`src/rtl/if_id_queue.sv`:
```
// IF->ID instruction queue: DEPTH-entry FIFO of {pc, inst} between fetch and decode.
// Optional IFQ_PREDECODE_EN adds a stored control-flow flag per entry (deq_is_cf).
module if_id_queue #(
    parameter int DEPTH = 4,
    parameter int XLEN  = 32
) (
    input  logic                     clk,
    input  logic                     rst,
    input  logic                     rdy,
    input  logic                     enq_valid,
    output logic                     enq_ready,
    input  logic [XLEN-1:0]          enq_pc,
    input  logic [XLEN-1:0]          enq_inst,
    input  logic                     flush,
    input  logic                     deq_ready,
    output logic                     deq_valid,
    output logic [XLEN-1:0]          deq_pc,
    output logic [XLEN-1:0]          deq_inst,
    output logic [$clog2(DEPTH):0]   count
`ifdef IFQ_PREDECODE_EN
    ,
    output logic                     deq_is_cf
`endif
);

    localparam int AW = $clog2(DEPTH);
    localparam int CW = AW + 1;
    localparam logic [CW-1:0] FULL_CNT = CW'(DEPTH);

    logic [AW-1:0]   wr_ptr_q, wr_ptr_d;
    logic [AW-1:0]   rd_ptr_q, rd_ptr_d;
    logic [CW-1:0]   count_q,  count_d;

    logic [XLEN-1:0] pc_mem_q   [DEPTH];
    logic [XLEN-1:0] inst_mem_q [DEPTH];
`ifdef IFQ_PREDECODE_EN
    logic            cf_mem_q   [DEPTH];
`endif

    logic enq_fire;
    logic deq_fire;

    assign enq_ready = (count_q < FULL_CNT);
    assign deq_valid = (count_q != '0);
    assign count     = count_q;

    assign enq_fire = rdy && enq_valid && enq_ready && !flush;
    assign deq_fire = rdy && deq_valid && deq_ready && !flush;

    always_comb begin
        wr_ptr_d = wr_ptr_q;
        rd_ptr_d = rd_ptr_q;
        count_d  = count_q;
        if (rdy) begin
            if (flush) begin
                wr_ptr_d = '0;
                rd_ptr_d = '0;
                count_d  = '0;
            end else begin
                // Power-of-two depth: pointers wrap by natural overflow.
                if (enq_fire) wr_ptr_d = wr_ptr_q + AW'(1);
                if (deq_fire) rd_ptr_d = rd_ptr_q + AW'(1);
                if (enq_fire && !deq_fire) count_d = count_q + CW'(1);
                else if (!enq_fire && deq_fire) count_d = count_q - CW'(1);
            end
        end
    end

    always_ff @(posedge clk or posedge rst) begin
        if (rst) begin
            wr_ptr_q <= '0;
            rd_ptr_q <= '0;
            count_q  <= '0;
        end else begin
            wr_ptr_q <= wr_ptr_d;
            rd_ptr_q <= rd_ptr_d;
            count_q  <= count_d;
        end
    end

    // Storage is not reset; an emptied count makes stale entries unreachable.
    always_ff @(posedge clk) begin
        if (enq_fire) begin
            pc_mem_q[wr_ptr_q]   <= enq_pc;
            inst_mem_q[wr_ptr_q] <= enq_inst;
`ifdef IFQ_PREDECODE_EN
            cf_mem_q[wr_ptr_q]   <= (enq_inst[6:4] == 3'b110);
`endif
        end
    end

    assign deq_pc   = deq_valid ? pc_mem_q[rd_ptr_q]   : '0;
    assign deq_inst = deq_valid ? inst_mem_q[rd_ptr_q] : '0;
`ifdef IFQ_PREDECODE_EN
    assign deq_is_cf = deq_valid ? cf_mem_q[rd_ptr_q] : 1'b0;
`endif

endmodule

```
`config.mk`:
```
export PLATFORM = sky130hd
export DESIGN_NAME = if_id_queue
export DESIGN_NICKNAME = d
export VERILOG_FILES = /design/src/rtl/if_id_queue.sv
export SDC_FILE = /design/constraint.sdc
export NUM_CORES = 1
export LEC_CHECK = 0
export BUFFER_PORTS_ARGS = -buffer_cell sky130_fd_sc_hd__buf_2
export CAP_MARGIN = 20
export CORE_MARGIN = 2
export CORE_UTILIZATION = 64
export CTS_BUF_LIST = sky130_fd_sc_hd__clkbuf_4
export CTS_CLUSTER_DIAMETER = 150
export DETAILED_ROUTE_END_ITERATION = 16
export GPL_TIMING_DRIVEN = 0
export PLACE_DENSITY = 0.95
export RECOVER_POWER = 25
export SLEW_MARGIN = 20
export SYNTH_ARGS = -nofsm -noshare
export SYNTH_HDL_FRONTEND = slang
export SYNTH_SLANG_ARGS = --single-unit
```
`constraint.sdc`:
```
create_clock -name clk -period 5.35 [get_ports clk]
set_input_delay 0.535 -clock clk [delete_from_list [all_inputs] [get_ports clk]]
set_output_delay 0.535 -clock clk [all_outputs]
set_load 0.05 [all_outputs]
```
# After elaboration in Yosys (flattened, before gate mapping)
# Memories as Yosys holds them, arrays and structs flattened.
# Index checks and enable logic that the tools add are counted.
[op_classes]
addsub = 4
reduce_logical = 18
n_lt_le_gt_ge = 1
n_mux = 11
[ops]
columns = ["cell", "count"]
rows = [
  ["32-bit two-way mux", 2],
  ["3-bit two-way mux", 3],
  ["1-bit logical AND", 8],
  ["2-bit two-way mux", 4],
  ["2-bit AND reduction", 3],
  ["3-bit nonzero test", 2],
  ["2-bit by 1-bit adder with 2-bit output, second input constant", 2],
  ["2-bit nonzero test", 2],
  ["3-bit by 1-bit adder with 3-bit output, second input constant", 1],
  ["1-bit zero test", 3],
  ["3-bit less-than comparator, second input constant", 1],
  ["3-bit by 1-bit subtractor with 3-bit output, second input constant", 1],
  ["1-bit two-way mux", 2],
]
[totals]
ff_bits = 7
elab_cells = 39
in_bits = 70
memories = 2
ramBits = 256
out_inout_bits = 69
[mem_list]
columns = ["name", "words", "width", "rd", "rd_clocked_by_memory_dff", "write_ports", "line_no", "source"]
rows = [
  ["inst_mem_q", 4, 32, 1, 0, 1, "35", "logic [XLEN-1:0] inst_mem_q [DEPTH];"],
  ["pc_mem_q", 4, 32, 1, 0, 1, "34", "logic [XLEN-1:0] pc_mem_q [DEPTH];"],
]

# Longest topological paths before layout
# Gate-level depths: netlist of the first run.
[depth]
ltp_word = 8
depth_mapped = 8
depth_no_buf = 8

# Least setup slack after synthesis of the first run
# No wires, ideal clock.
[synth_timing]
path_type = "input to register"
from = "in flush"
to = "mem inst_mem_q[0][0] (enable)"
required_ps = 4921
stages = 3
slack_ps = 2328
setup_ps = 429
arrival_ps = 2593
n_path_buf = 0
cell_sequence = "nand2b_1 > nor3b_1 > and2_1"
[synth_between]
elab_chain_len = 4
[synth_lines]
columns = ["element", "line_no", "source"]
rows = [
  ["from (decl)", "14", "input logic flush,"],
  ["1-bit zero test", "47", "assign enq_fire = rdy && enq_valid && enq_ready && !flush;"],
  ["1-bit logical AND", "47", ""],
  ["1-bit two-way mux", "83", "if (enq_fire) begin"],
  ["1-bit two-way mux (implied by the code)", "85", "inst_mem_q[wr_ptr_q] <= enq_inst;"],
  ["to (decl)", "35", ""],
]
# No other way between the ends.

# Worst setup path in the final report of the first run
[layout_timing]
from = "reg count_q[2], in the netlist count[2]"
to = "out deq_inst[1]"
[layout_between]
elab_chain_len = 2
[layout_lines]
columns = ["element", "line_no", "source"]
rows = [
  ["from (decl)", "32", "logic [CW-1:0] count_q, count_d;"],
  ["from (signal assigned)", "77", "count_q <= count_d;"],
  ["3-bit nonzero test", "44", "assign deq_valid = (count_q != '0);"],
  ["32-bit two-way mux", "93", "assign deq_inst = deq_valid ? inst_mem_q[rd_ptr_q] : '0;"],
  ["to (decl)", "18", "output logic [XLEN-1:0] deq_inst,"],
]
# No other way between the ends.

==> results.sh, run 1 <==
export IMPL_result_of_the_run="completed"
export IMPL_critical_path_maximum_fanout=10
export IMPL_cts_clk_slew_worst_paths_ns=0.07
export IMPL_dpl_hpwl_um=12090
export IMPL_slew_headroom_pct=58.23
export IMPL_gr_total_overflow=0
export IMPL_finalClockSkew_ns=0.03186
export IMPL_tritoncts_num_buffers=61
export IMPL_clk_latency_ns=0.70
export IMPL_worst_setup_path_type="flip-flop to primary output"
export IMPL_synth_seq_cells=263
export IMPL_synthesis_area_per_instance_um2=21.85
export IMPL_worst_setup_path_start_kind="flip-flop"
export IMPL_area_sequential_mm2=0.007863
export IMPL_number_of_global_route_vias_before_repair=5611
export IMPL_clock_tree_root_cell="sky130_fd_sc_hd__clkbuf_4"
export IMPL_final_fill_count=905
export IMPL_synth_cell_area_mm2=0.01023
export IMPL_synthesis_yosys_warnings=0
export IMPL_layout_cells_most_common="sky130_fd_sc_hd__edfxtp_1"
export IMPL_die_w_um=130.4
export IMPL_final_period_minus_worst_setup_slack_ns=3.208
export IMPL_tightestPinTransition_ns=0.6265
export IMPL_numClockSinks=263
export IMPL_layout_cells_most_common_list="sky130_fd_sc_hd__edfxtp_1 (256), sky130_fd_sc_hd__buf_2 (99), sky130_fd_sc_hd__clkbuf_4 (93)"
export IMPL_antenna_cells=0
export IMPL_area_of_the_multi_input_gates_mm2=0.002170
export IMPL_gp_congestion=0.8214
export IMPL_critical_path_top_delay_family="buffers and inverters"
export IMPL_cts_hold_buffers_added=2
export IMPL_rsz0062_at_grt="no"
export IMPL_route_detailed_drc=0
export IMPL_setup_violations_final=0
export IMPL_placementRows=46
export IMPL_floorplan_die_area_mm2=0.01701
export IMPL_timing_critical_path_required_ns=4.82
export IMPL_areaGrowthSynthToFinish_pct=18.10
export IMPL_grt_use_total_pct=23.60
export IMPL_final_period_utilization_pct=59.97
export IMPL_path_common_cell="sky130_fd_sc_hd__clkbuf_1"
export IMPL_htreeDepth=2
export IMPL_synth_net_count=543
export IMPL_antenna_found_initial=0
export IMPL_antenna_violating_nets_post_route=0
export IMPL_drt_iter0_markers=355
export IMPL_finalMaxSlewViolations=0
export IMPL_crit_path_max_incr_delay_ns=0.49
export IMPL_die_height_um=130.4
export IMPL_placement_io_buffers=137
export IMPL_fin_tns_setup_ns=0
export IMPL_timing_critical_path_arrival_ns=2.67
export IMPL_postPlaceCellArea_mm2=0.01129
export IMPL_final_cell_area_mm2=0.01208
export IMPL_boundaryPins=139
export IMPL_worst_setup_path_end_kind="primary output"
export IMPL_final_hold_viol_count=0
export IMPL_route_detailed_wl_per_inst_um=20.71
export IMPL_cap_violations=0
export IMPL_drt_pre_antenna_iters=5
export IMPL_crit_buf_inv=3
export IMPL_core_region_area_mm2=0.01577
export IMPL_cts_repair_timing_setup_buffer_count=0
export IMPL_crit_path_top_delay_cell="sky130_fd_sc_hd__dfrtp_1"
export IMPL_first_pass_grt_wire_length_um=29440
export IMPL_yosysSeqAreaShare_pct=76.89
export IMPL_clock_tree_buffer_depth=3
export IMPL_maximum_number_of_pins_on_one_net_before_global_route_repair=44
export IMPL_postSynthCellCount=468
export IMPL_via_count=5334
export IMPL_floorplan_initialDensity_pct=64.84
export IMPL_post_cts_resize_count=0
export IMPL_final_net_count=750
export IMPL_cellLeakagePower_nw=4.174
export IMPL_peakVddDrop_uv=367.3
export IMPL_cp_cell_sequence="or3_4 -> clkbuf_1 -> clkbuf_1 -> and2_1 -> buf_2"
export IMPL_totalPowerFinal_mw=6.445
export IMPL_routed_via_density=5.687
export IMPL_yosys_cell_types_count=33
export IMPL_cellPowerDensity_mw_per_mm2=533.7
export IMPL_layout_cells_sized_above_1_pct=38.23
export IMPL_routed_wirelength_um=19420
export IMPL_timing_hold_worst_class="input pin to flip-flop"
export IMPL_timing_fmax_mhz=311.7
export IMPL_cts_tree="built"
## worst register-to-register path, cell delays in order (launching register included)
cell                       delay, ns
sky130_fd_sc_hd__dfrtp_1        0.46
sky130_fd_sc_hd__or3_4          0.47
sky130_fd_sc_hd__clkbuf_1       0.24
sky130_fd_sc_hd__a21oi_1        0.27
sky130_fd_sc_hd__fa_1           0.46
sky130_fd_sc_hd__nor4_1         0.31
sky130_fd_sc_hd__a211o_1        0.14
## sequential cells by signal (all words and copies together), names as in the netlist
signal and flops:
pc_mem_q 128, count 3, rd_ptr_q 2, inst_mem_q 128
wr_ptr_q 2
## worst paths after layout
check | startpoint | end | slack [ns] | cells past startpoint
worst max-delay path | count[2] | deq_inst[1] | 2.14 | 5
worst min-delay path | enq_pc[20] | pc_mem_q[2][20] | 0.08 | 1
worst max register to register | count[0] | count[1] | 2.94 | 6
worst min register to register | wr_ptr_q[0] | wr_ptr_q[0] | 0.58 | 1
max in group asynchronous | rst | count[0] | 4.74 | 3
min in group asynchronous | rst | rd_ptr_q[0] | 0.37 | 3
## cells in the mapped netlist, drive strengths merged
| cell type | number | area (um^2) |
|---|---|---|
| a22o | 1 | 8.760 |
| o21ai | 6 | 30.03 |
| nand3b | 1 | 7.510 |
| ha | 4 | 50.05 |
| buf | 13 | 136.4 |
| a21oi | 4 | 20.02 |
| a31oi | 2 | 12.51 |
| or3 | 2 | 17.52 |
| mux4 | 64 | 1441 |
| nand2 | 2 | 7.510 |
| o31ai | 1 | 7.510 |
| dfrtp | 7 | 175.2 |
| o21ba | 1 | 10.01 |
| fa | 1 | 20.02 |
| inv | 8 | 30.03 |
| nor2 | 5 | 18.77 |
| a211o | 2 | 17.52 |
| o22ai | 1 | 6.260 |
| nor2b | 1 | 6.260 |
| edfxtp | 256 | 7687 |
| nor3 | 1 | 5.000 |
| clkbuf | 10 | 37.54 |
| and3 | 1 | 6.260 |
| nand2b | 1 | 6.260 |
| nor4 | 2 | 12.51 |
| nor3b | 1 | 7.510 |
| o211ai | 2 | 15.01 |
| and2 | 68 | 425.4 |
## per-layer routing
metal	vias to the layer above	track usage, %	wire [um]	share of wire, %
met5	-	0	0	0
met4	0	6.884	266	1.4
met3	29	7.858	1708	8.8
met2	265	40.41	10150	52
met1	2682	29.36	7295	38
li1	2358	-	-	-
## per-stage QoR
step | utilization (%) | hold slack, ns | worst slack [ns] | instances
after floorplan | - | 0.3384 | 2.328 | 468
after detailed placement | 71.57 | 0.5124 | 2.722 | 825
after global placement | 70.91 | 0.4994 | 1.046 | 821
after CTS | 76.86 | 0.0002349 | 2.063 | 937
after global routing | 76.58 | 0.03712 | 1.938 | 938
final | 76.58 | 0.08459 | 2.142 | 938
## where the power goes
part           total [mW]  switching [mW]  internal (mW)  leakage [nW]
Clock                1.62           0.741          0.884         0.482
Combinational        2.43            1.69          0.735          1.29
Sequential           2.39          0.0407           2.35          2.40
## cell type report
cell class	count	share of cell area, %
inverters	8	0.2487
repair buffers	144	6.258
plain buffers	23	1.440
multi-input cells	174	17.97
flip-flops and latches	263	65.11
clock inverters	17	0.9635
clock buffers	93	5.781
well taps	216	2.238
## cell families (layout without fill, tap and decap cells)
| kind of cell | after synthesis | count (layout) | synth area share, % |
|---|---|---|---|
| AOI/OAI and AO/OA | 20 | 20 | 1.248 |
| and+or+nand+nor | 85 | 85 | 5.090 |
| adders and majority gates | 5 | 5 | 0.6852 |
| buffers and inverters | 31 | 285 | 1.994 |
| muxes | 64 | 64 | 14.10 |
| DFF | 263 | 263 | 76.89 |
(Power assumes the default switching activity.)
==> run 2: changes to the inputs <==
--- a/config.mk
+++ b/config.mk
@@ -5,15 +5,16 @@
 export SDC_FILE = /design/constraint.sdc
 export NUM_CORES = 1
 export LEC_CHECK = 0
+export ABC_AREA = 1
 export BUFFER_PORTS_ARGS = -buffer_cell sky130_fd_sc_hd__buf_2
 export CAP_MARGIN = 20
 export CORE_MARGIN = 2
-export CORE_UTILIZATION = 64
+export CORE_UTILIZATION = 54
 export CTS_BUF_LIST = sky130_fd_sc_hd__clkbuf_4
 export CTS_CLUSTER_DIAMETER = 150
 export DETAILED_ROUTE_END_ITERATION = 16
 export GPL_TIMING_DRIVEN = 0
-export PLACE_DENSITY = 0.95
+export PLACE_DENSITY = 0.89
 export RECOVER_POWER = 25
 export SLEW_MARGIN = 20
 export SYNTH_ARGS = -nofsm -noshare
==> constraint.sdc (replaced) <==
create_clock -name clk -period 2.7 [get_ports clk]
set_input_delay 0.27 -clock clk [delete_from_list [all_inputs] [get_ports clk]]
set_output_delay 0.27 -clock clk [all_outputs]
set_load 0.05 [all_outputs]
==> run 2 against run 1 <==
Non-clock buffer count increased by 98. Sequential share of layout area shrank 5.3 points. Area after synthesis rose by 1.7%. Worst setup slack worse by 2.1 ns. Clock skew is 0.0074 ns lower. Via count increased by 40%. Cell area increased by 8.8%. Critical path depth is 2 higher. Clock power up 78%. Global-route usage rose by 0.83 points. Wire length rose by 28%. Die area up 20%. Highest routed layer unchanged.
==> results.sh, run 2 <==
export IMPL_result_of_the_run="completed"
export IMPL_synth_cell_area_mm2=0.01040
export IMPL_fin_tns_setup_ns=0
export IMPL_route_detailed_wl_per_inst_um=17.72
export IMPL_timing_critical_path_arrival_ns=2.37
export IMPL_yosys_area_top_type_share_pct=73.92
export IMPL_final_cell_area_mm2=0.01314
export IMPL_clock_tree_buffer_depth=3
export IMPL_yosysTopAreaCell="sky130_fd_sc_hd__edfxtp_1"
export IMPL_critical_path_maximum_fanout=10
export IMPL_drt_pre_antenna_iters=5
export IMPL_synth_net_count=893
export IMPL_via_count=7461
export IMPL_cellPowerDensity_mw_per_mm2=1004
export IMPL_gr_total_overflow=0
export IMPL_drt_iter0_markers=638
export IMPL_setup_reg_to_reg_worst_slack_ns=0.48
export IMPL_timing_fmax_mhz=379.1
export IMPL_layout_cells_sized_above_1_pct=22.69
export IMPL_routed_via_density=5.337
export IMPL_grt_use_total_pct=24.43
export IMPL_layout_cells_most_common="sky130_fd_sc_hd__nor2_1"
export IMPL_yosys_cell_types_count=22
export IMPL_slew_headroom_pct=46.91
export IMPL_worst_setup_path_start_kind="flip-flop"
export IMPL_first_pass_grt_wire_length_um=37990
export IMPL_top_cell_types_by_occurrence_after_synthesis="sky130_fd_sc_hd__nor2_1 (261), sky130_fd_sc_hd__edfxtp_1 (256), sky130_fd_sc_hd__o21ai_1 (107)"
export IMPL_finalMaxSlewViolations=0
export IMPL_peakVddDrop_uv=878.9
export IMPL_cts_tree="built"
export IMPL_clock_tree_root_cell="sky130_fd_sc_hd__clkbuf_4"
export IMPL_postPlaceCellArea_mm2=0.01170
export IMPL_synthesis_area_per_instance_um2=12.71
export IMPL_fin_hold_ws_ns=0.07753
export IMPL_placementRows=50
export IMPL_regToRegStartpoint="count[2]"
export IMPL_areaGrowthSynthToFinish_pct=26.31
export IMPL_antenna_found_initial=1
export IMPL_worst_r2r_cell_count=8
export IMPL_postSynthCellCount=818
export IMPL_final_hold_viol_count=0
export IMPL_floorplan_initialDensity_pct=55.23
export IMPL_crit_path_max_incr_delay_ns=0.37
export IMPL_cts_clk_slew_worst_paths_ns=0.07
export IMPL_worst_setup_path_end_kind="primary output"
export IMPL_placement_io_buffers=138
export IMPL_route_detailed_drc=0
export IMPL_asyncSetResetFlopFracSynth_pct=2.662
export IMPL_tightestPinTransition_ns=0.7944
export IMPL_rsz0062_at_grt="yes"
export IMPL_yosysMostFrequentCell="sky130_fd_sc_hd__nor2_1"
export IMPL_synthesis_yosys_warnings=0
export IMPL_gp_congestion=0.7875
export IMPL_final_net_count=1173
export IMPL_setup_violations_final=0
export IMPL_die_height_um=142.8
export IMPL_core_region_area_mm2=0.01883
export IMPL_tritoncts_num_buffers=61
export IMPL_routed_wirelength_um=24780
export IMPL_synth_main_ff_cell="sky130_fd_sc_hd__edfxtp_1"
export IMPL_die_w_um=142.8
export IMPL_regToRegEndpoint="inst_mem_q[3][1]"
export IMPL_final_core_utilization_pct=69.76
export IMPL_antenna_violating_nets_post_route=0
export IMPL_clk_latency_ns=0.67
export IMPL_htreeDepth=2
export IMPL_maximum_number_of_pins_on_one_net_before_global_route_repair=25
export IMPL_dpl_hpwl_um=14320
export IMPL_yosysSeqAreaShare_pct=75.60
export IMPL_synth_seq_cells=263
export IMPL_number_of_global_route_vias_before_repair=7374
export IMPL_crit_path_top_delay_cell="sky130_fd_sc_hd__dfrtp_1"
export IMPL_worst_setup_path_type="flip-flop to primary output"
export IMPL_final_period_utilization_pct=97.70
export IMPL_dpl_worst_slack_ns=0.5339
export IMPL_cap_violations=0
export IMPL_timing_hold_worst_class="input pin to asynchronous set/reset pin"
export IMPL_synth_enable_flop_cells=256
export IMPL_finalClockSkew_ns=0.02450
export IMPL_critical_path_top_delay_family="buffers and inverters"
export IMPL_timing_critical_path_required_ns=2.43
export IMPL_cp_cell_sequence="buf_2 -> inv_2 -> clkbuf_4 -> buf_2 -> o21ai_1 -> a21oi_1 -> buf_4"
export IMPL_cellLeakagePower_nw=4.793
export IMPL_floorplan_die_area_mm2=0.02038
export IMPL_path_common_cell="sky130_fd_sc_hd__buf_2"
export IMPL_cts_repair_timing_setup_buffer_count=0
export IMPL_numClockSinks=263
export IMPL_final_period_minus_worst_setup_slack_ns=2.638
export IMPL_boundaryPins=139
export IMPL_layout_cells_most_common_list="sky130_fd_sc_hd__nor2_1 (257), sky130_fd_sc_hd__edfxtp_1 (256), sky130_fd_sc_hd__o21ai_1 (107)"
export IMPL_ys_top_cells_by_area="sky130_fd_sc_hd__edfxtp_1 (74%), sky130_fd_sc_hd__nor2_1 (9.4%), sky130_fd_sc_hd__o21ai_1 (5.1%)"
export IMPL_post_route_worst_setup_slack_ns=0.06197
export IMPL_crit_buf_inv=5
[run 2: per-stage QoR]
step	total power, mW	cells
after global placement	9.992	1216
final	13.19	1398
after global routing	13.79	1398
after detailed placement	10.11	1227
after floorplan	8.710	818
after CTS	13.12	1397
[run 2: cell families (layout without fill, tap and decap cells)]
| kind of cell | count (synthesis) | after routing | share of synthesized area [%] |
|---|---|---|---|
| buf+inv | 67 | 386 | 3.477 |
| flops | 263 | 263 | 75.60 |
| simple gates | 281 | 281 | 10.47 |
| other cells | 0 | 1 | 0 |
| compound gates | 202 | 202 | 9.781 |
| fa+ha+maj | 5 | 5 | 0.6738 |
[run 2: how the worst max path moves through the flow]
stage	startpoint	end	slack (ns)	depth (start not counted)
3_3_place_gp	count[2]	pc_mem_q[2][16]	-1.39	5
6_report	rd_ptr_q[0]	deq_pc[27]	0.06	7
5_1_grt	rd_ptr_q[0]	deq_pc[25]	-0.005	7
4_1_cts	rd_ptr_q[0]	deq_inst[27]	-0.06	7
3_5_place_dp	count[2]	pc_mem_q[0][16]	0.53	6
2_1_floorplan	count[2]	inst_mem_q[0][0]	-0.69	5
[run 2: layout make-up]
type | instances | area, um^2
diodes | 1 | 2.502
plain buffers | 48 | 331.6
clock buffers | 83 | 623.1
clock inverters | 19 | 75.07
fillers | 1248 | 5694
inverters | 19 | 71.32
multi-input cells | 488 | 2210
flip-flops and latches | 263 | 7863
well taps | 260 | 325.3
repair buffers | 217 | 1635
[run 2: what timing repair did]
| action | 4_1_cts | 5_1_grt |
|---|---|---|
| endpoints found under the hold margin | 270 | 0 |
| setup endpoints to repair | 43 | 64 |
| pin swaps | 0 | 1 |
| resized for setup | 19 | 35 |
| hold buffers | 68 | 0 |
[run 2: routing by layer]
metal	vias to the layer above	wire [um]	track usage, %
met3	65	2022	5.869
li1	3478	-	-
met5	-	0	0
met1	3520	9378	29.67
met4	0	666	10.42
met2	398	12710	42.03
[run 2: worst register-to-register path, cell delays in order, from the launching register on]
cell                      delay [ns]
sky130_fd_sc_hd__dfrtp_1        0.40
sky130_fd_sc_hd__inv_2          0.10
sky130_fd_sc_hd__nand3_2        0.11
sky130_fd_sc_hd__nor2_4         0.15
sky130_fd_sc_hd__inv_1          0.18
sky130_fd_sc_hd__nor2_4         0.30
sky130_fd_sc_hd__buf_12         0.25
sky130_fd_sc_hd__buf_12         0.23
sky130_fd_sc_hd__buf_16         0.17
[run 2: power breakdown]
| part | internal [mW] | leakage [nW] | switching [mW] |
|---|---|---|---|
| registers | 4.61 | 2.40 | 0.0490 |
| clock network | 1.41 | 0.421 | 1.48 |
| logic | 1.47 | 1.97 | 4.17 |
| total | 7.49 | 4.79 | 5.70 |
